**config.mk**
```make
export PLATFORM = sky130hd
export DESIGN_NAME = linked_list_fifo_drain
export DESIGN_NICKNAME = d
export VERILOG_FILES = /design/src/rtl/linked_list_fifo_drain.sv
export SDC_FILE = /design/constraint.sdc
export NUM_CORES = 1
export LEC_CHECK = 0
export CAP_MARGIN = 15
export CORE_ASPECT_RATIO = 1.4
export CORE_MARGIN = 2
export CORE_UTILIZATION = 25
export CTS_CLUSTER_DIAMETER = 80
export DETAILED_ROUTE_END_ITERATION = 8
export GPL_TIMING_DRIVEN = 0
export PLACE_DENSITY_LB_ADDON = 0.2
export SYNTH_ARGS = -nofsm -noshare
export SYNTH_HDL_FRONTEND = slang
export SYNTH_SLANG_ARGS = --single-unit
export TNS_END_PERCENT = 5
```
**constraint.sdc**
```tcl
create_clock -name clk -period 4.1 [get_ports clk]
set_input_delay 0.82 -clock clk [delete_from_list [all_inputs] [get_ports clk]]
set_output_delay 0.82 -clock clk [all_outputs]
set_load 0.1 [all_outputs]
```
**src/rtl/linked_list_fifo_drain.sv**
```systemverilog
// Drain stage for the shared-memory linked-list FIFO: round-robin pops into
// a 2-entry {id, data} output buffer feeding a valid/ready consumer stream.
module linked_list_fifo_drain #(
  parameter int WIDTH     = 8,
  parameter int NUM_FIFOS = 2,
  parameter int ID_WIDTH  = $clog2(NUM_FIFOS)
) (
  input  logic                 clk,
  input  logic                 rst,
  input  logic [NUM_FIFOS-1:0] fifo_empty,
  input  logic [NUM_FIFOS-1:0] fifo_push,
  input  logic [WIDTH-1:0]     fifo_data,
  output logic [NUM_FIFOS-1:0] fifo_pop,
  output logic                 out_valid,
  input  logic                 out_ready,
  output logic [WIDTH-1:0]     out_data,
  output logic [ID_WIDTH-1:0]  out_id
);

  typedef struct packed {
    logic [ID_WIDTH-1:0] id;
    logic [WIDTH-1:0]    data;
  } entry_t;

  entry_t              slot [2];
  logic                head, tail;
  logic [1:0]          count;
  logic [ID_WIDTH-1:0] rr_last, gnt_idx;
  logic                found, grant, deq;
  int                  cand;

  // Round-robin search: first non-empty FIFO after the last grant, wrapping.
  always_comb begin
    found   = 1'b0;
    gnt_idx = '0;
    cand    = 0;
    for (int k = 1; k <= NUM_FIFOS; k++) begin
      cand = int'(rr_last) + k;
      if (cand >= NUM_FIFOS) cand = cand - NUM_FIFOS;
      if (!found && !fifo_empty[ID_WIDTH'(cand)]) begin
        found   = 1'b1;
        gnt_idx = ID_WIDTH'(cand);
      end
    end
  end

  // Registered count keeps out_ready off the pop path; a push owns the port.
  assign grant    = !rst && (count != 2'd2) && !(|fifo_push) && found;
  assign fifo_pop = grant ? (NUM_FIFOS'(1) << gnt_idx) : '0;
  assign deq      = out_valid && out_ready;

  assign out_valid = (count != 2'd0);
  assign out_data  = slot[head].data;
  assign out_id    = slot[head].id;

  // Buffer capture/dequeue, occupancy count and arbiter pointer.
  always_ff @(posedge clk) begin
    if (rst) begin
      count   <= 2'd0;
      head    <= 1'b0;
      tail    <= 1'b0;
      rr_last <= ID_WIDTH'(NUM_FIFOS - 1);
      slot[0] <= '0;
      slot[1] <= '0;
    end else begin
      if (grant) begin
        slot[tail] <= '{id: gnt_idx, data: fifo_data};
        tail       <= ~tail;
        rr_last    <= gnt_idx;
      end
      if (deq) head <= ~head;
      case ({grant, deq})
        2'b10:   count <= count + 2'd1;
        2'b01:   count <= count - 2'd1;
        default: count <= count;
      endcase
    end
  end

endmodule

```
### Word level (Yosys, flattened, before mapping)

Memories as Yosys holds them, arrays and structs flattened. A register that Yosys moved wholly into a read port is not among the register bits.
Cells that the tools add are included.

* output and inout bits: 12
* word-level logic and storage cells: 55
* ROM bits: 0
* bits in writable memories: 18
* memories kept: 1
* register bits: 5
* bits in latches: 0

* $add $sub $neg: 6
* div/mod/pow operators: 0
* multiplexer cells: 22
* equality and inequality tests: 3
* reduce and logical (&&, ||, !) cells: 12
* shifts and indexed selects: 1
* multipliers: 0
* bitwise gates (word level): 2
* order comparisons: 4

Memories
* slot: words 2, width 9, rd ports 1, clocked after memory_dff 1, write ports 2, line 25 `entry_t slot [2];`

Operator list (count)
* two-way mux 1 bit: 19
* two-way mux 9 bit: 1
* OR reduction 9 bit: 1
* < comparator 1 x 3 -> 1 bit, second input constant: 2
* logical AND 1 bit: 5
* one-hot mux 2 bit (2 select lines): 1
* nonzero test 2 bit: 2
* adder 1 x 2 -> 3 bit, second input constant: 1
* greater-or-equal comparator 3 x 2 -> 1 bit, second input constant: 1
* logical NOT 1 bit: 3
* adder 1 x 1 -> 2 bit, second input constant: 1
* adder 2 x 1 -> 2 bit, second input constant: 1
* == test 2 x 1 -> 1 bit, second input constant: 1
* == test 2 bit, second input constant: 1
* greater-or-equal comparator 2 bit, second input constant: 1
* two-way mux 2 bit: 1
* inequality test 2 bit, second input constant: 1
* inverter 1 bit: 2
* OR reduction 2 bit: 1
* left shift 1 x 1 -> 2 bit, first input constant: 1
* subtractor 1 bit, second input constant: 2
* subtractor 2 x 1 -> 2 bit, second input constant: 1

### Longest topological paths before layout

* depth in word-level cells: 15
* mapped depth: 8
* depth with buffers taken out: 6

### Least setup slack after synthesis

No wires, ideal clock.

* kind: input-to-output
* from: in rst
* to: out fifo_pop[0]
* arrival: 3127 ps
* buffers on the path: 2
* stages: 5
* setup slack: 153 ps
* data required time: 3280 ps
* path through: buf_6 or4_4 or2_1 buf_6 nor2_1

* cells in the longest elaborated chain, start to end: 5

Ends and longest elaborated chain
* start, declared: line 9 `input logic rst,`
* logical NOT 1 bit: line 48 `assign grant = !rst && (count != 2'd2) && !(|fifo_push) && found;`
* logical AND 1 bit (3 in series): line 48
* two-way mux 2 bit: line 49 `assign fifo_pop = grant ? (NUM_FIFOS'(1) << gnt_idx) : '0;`
* end, declared: line 13 `output logic [NUM_FIFOS-1:0] fifo_pop,`

No other way between the ends.

### Worst setup path in the final report

* from: in fifo_push[1]
* to: out fifo_pop[1]

* cells in the longest elaborated chain, start to end: 5

Ends and longest elaborated chain
* start, declared: line 11 `input logic [NUM_FIFOS-1:0] fifo_push,`
* OR reduction 2 bit: line 48
* logical NOT 1 bit: line 48
* logical AND 1 bit (2 in series): line 48
* two-way mux 2 bit: line 49

No other way between the ends.

==> impl_metrics.yaml <==
outcome:
  outcome: "finished, final reports clean"
die:
  design.core.area_sq_mm: 0.004204
  floorplan.die.height_um: 82.21
  floorplan.io_pins: 27
  die_area_sq_mm: 0.004922
  starting_utilization_of_the_core_area_pct: 25.98
  row_count: 28
  die_x_um: 59.87
final_layout:
  multi_input_area_sq_um: 401.6
  fin_area_sq_mm: 0.001441
  syn_to_final_growth_pct: 31.96
  register_area_sq_um: 660.6
  final_layout_size_suffix_gt1_share_pct: 20.37
  insertedDiodeCount: 0
  number_of_nets_in_the_layout: 125
  layout.filler_cells: 404
global_routing:
  pin_count_of_the_biggest_net_entering_global_routing: 14
  met3_usage_pct: 2.025
  grt_antenna_before_repair: 0
  global_route.overflow_total: 0
  grt_pass1_wl_mm: 3.318
  grt_use_met1_pct: 11.24
  grt_pass1_vias: 733
  grt-busiest-layer: "met2"
  grtUsageTotal_pct: 9.143
  gr-usage-met2_pct: 15.43
power_and_ir_drop:
  ir_drop_mv: 0.1598
  power_per_cell_area_mw_per_mm2: 400.7
  power_leakage_nw: 0.5492
  finalPower_uw: 577.5
clock_network:
  cts.htree.levels: 1
  max-clock-path-buffers: 2
  cts_tree: "yes"
  postCtsHoldBufs: 0
  worstSkewPairLatency_ns: 0.26
  ctsRootBufferMaster: "sky130_fd_sc_hd__clkbuf_8"
  cts_made_buffers: 3
  cts_sink_count: 24
  cts_setup_buffers: 0
  worst_setup_hold_path_clk_slew_ns: 0.08
routing:
  drt_first_pass_iters: 3
  detail_route.wirelength_mm: 2.015
  drc: 0
  detail_route.iter0.violations: 31
  ant_nets: 0
  post_drt_wl_per_cell_um: 13.17
  vias: 682
  drt-vias-per-instance: 4.458
placed_design:
  place_worst_setup_slack_ns: -0.09506
  port_buffers: 24
  postPlaceCellArea_sq_mm: 0.001389
  gp_routability_congestion: 0.6786
logic_synthesis:
  synth.top_cell.area_share_pct: 49.48
  yosysWarningCount: 0
  syn-cell-area_sq_mm: 0.001092
  synth.net_count: 96
  synth_enable_flop_cells: 18
  ys_seq_area_share_pct: 60.48
  synth.area.top_cells: "sky130_fd_sc_hd__edfxtp_1 (49%), sky130_fd_sc_hd__dfxtp_1 (11%), sky130_fd_sc_hd__mux2_2 (9.3%)"
  yosys.cell_count.top_type: "sky130_fd_sc_hd__edfxtp_1"
  synth_area_per_cell_sq_um: 13.65
  synth.largest_area_cell: "sky130_fd_sc_hd__edfxtp_1"
  synth-async-reset-ratio_pct: 0
  synthFlopType: "sky130_fd_sc_hd__edfxtp_1"
  synthesis.instances: 80
  synth_seq_cells: 24
  synth.cells.most_frequent: "sky130_fd_sc_hd__edfxtp_1 (18), sky130_fd_sc_hd__and2_1 (16), sky130_fd_sc_hd__mux2_2 (9), sky130_fd_sc_hd__dfxtp_1 (6), sky130_fd_sc_hd__nor2_1 (6)"
  synth.lib_cells_used.distinct: 25
critical_path:
  timing.critical_path.required_ns: 3.28
  end_kind: "primary output"
  worstPathArrival_ns: 3.09
  critPathMaxFanout: 6
  cp-start-kind: "input port"
  critical_path_class: "in2out"
timing:
  rsz0062_at_grt: "false"
  transition_time_of_the_tightest_slew_check_pin_ns: 0.9671
  slew_headroom_pct: 35.33
  timing.final.setup_violations: 0
  drv_slew: 0
  upper_clock_frequency_limit_ghz: 0.2560
  post_route_worst_setup_slack_ns: 0.1930
  final_hold_viol_count: 0
  min_period_ns: 3.907
  fin_skew_ns: 0.002490
  layout_worst_path_cycle_share_pct: 95.29
job:
  maxCapViolations: 0
min_path:
  worst_hold_path_type: "reg2reg"
[cells in the final DEF, fill, tap and decap left out, types with 2 or more instances in the layout]
cell type	netlist	final
sky130_fd_sc_hd__and2_1	16	16
sky130_fd_sc_hd__buf_6	2	2
sky130_fd_sc_hd__edfxtp_1	18	18
sky130_fd_sc_hd__clkbuf_8	0	4
sky130_fd_sc_hd__dlygate4sd2_1	0	2
sky130_fd_sc_hd__dfxtp_1	6	6
sky130_fd_sc_hd__or2_2	3	3
sky130_fd_sc_hd__xnor2_1	2	2
sky130_fd_sc_hd__mux2_2	9	9
sky130_fd_sc_hd__nor2b_1	2	2
sky130_fd_sc_hd__clkdlybuf4s50_1	0	22
sky130_fd_sc_hd__nor2_1	6	6
[layout make-up]
class	count	share of cell area, %
Sequential cell	24	45.83
Multi-Input combinational cell	52	27.86
Timing Repair Buffer	24	16.49
Tap cell	45	3.906
Clock buffer	4	3.819
Buffer	3	1.823
Inverter	1	0.2604
[metal layers]
| metal | share of wire [%] | vias to the layer above |
|---|---|---|
| li1 | - | 334 |
| met1 | 43 | 328 |
| met2 | 51 | 18 |
| met3 | 5.1 | 2 |
| met4 | 0.50 | 0 |
| met5 | 0 | - |
[critical path, stage by stage]
cell and delay, ns:
sky130_fd_sc_hd__clkdlybuf4s50_1 0.39, sky130_fd_sc_hd__or4_4 0.54, sky130_fd_sc_hd__or2_1 0.26, sky130_fd_sc_hd__buf_6 0.14, sky130_fd_sc_hd__nor2_1 0.07, sky130_fd_sc_hd__dlygate4sd2_1 0.86
[timing repair]
action                                  in CTS  in global routing
resized for setup                            2                  0
endpoints found under the hold margin        0                  0
endpoints found under the setup margin       2                  0
[state kept, by name (all words and copies together) (netlist names), named ones only]
name / flops
count: 2
head: 1
slot: 18
rr_last: 1
tail: 1
[through the flow]
step                hold slack [ns]  std cells  TNS (ns)  utilization [%]
floorplan                    0.4715         80         0                -
global placement             0.4930        149   -0.1888            33.04
detailed placement           0.5050        149   -0.1784            33.04
CTS                          0.5186        153         0            34.29
global route                 0.5810        153         0            34.29
finish                       0.5163        153         0            34.29
[kinds of logic (layout without fill, tap and decap cells)]
logic type      after synthesis  after routing  synth area share (%)
flops                        24             24                 60.48
buf+inv                       4             32                 2.748
compound gates                4              4                 2.291
fa+ha+maj                     1              1                 1.145
mux                          10             10                 10.20
xor+xnor                      3              3                 2.406
simple gates                 34             34                 20.73
[path summary, 6_finish.rpt]
kind | end | slack, ns | depth (start not counted) | start
max | fifo_pop[1] | 0.19 | 6 | fifo_push[1]
min reg2reg | count[1]$_SDFFE_PP0P_ | 0.52 | 2 | count[1]$_SDFFE_PP0P_
min | count[1]$_SDFFE_PP0P_ | 0.52 | 2 | count[1]$_SDFFE_PP0P_
max reg2reg | count[1]$_SDFFE_PP0P_ | 2.25 | 6 | count[0]$_SDFFE_PP0P_
[where the power goes]
group	internal, mW	leakage [nW]	total [mW]	switching (mW)
logic	0.0450	0.285	0.141	0.0956
registers	0.273	0.236	0.279	0.00628
clock network	0.0856	0.0288	0.158	0.0722
total	0.403	0.549	0.577	0.174
(Power assumes the default switching activity.)
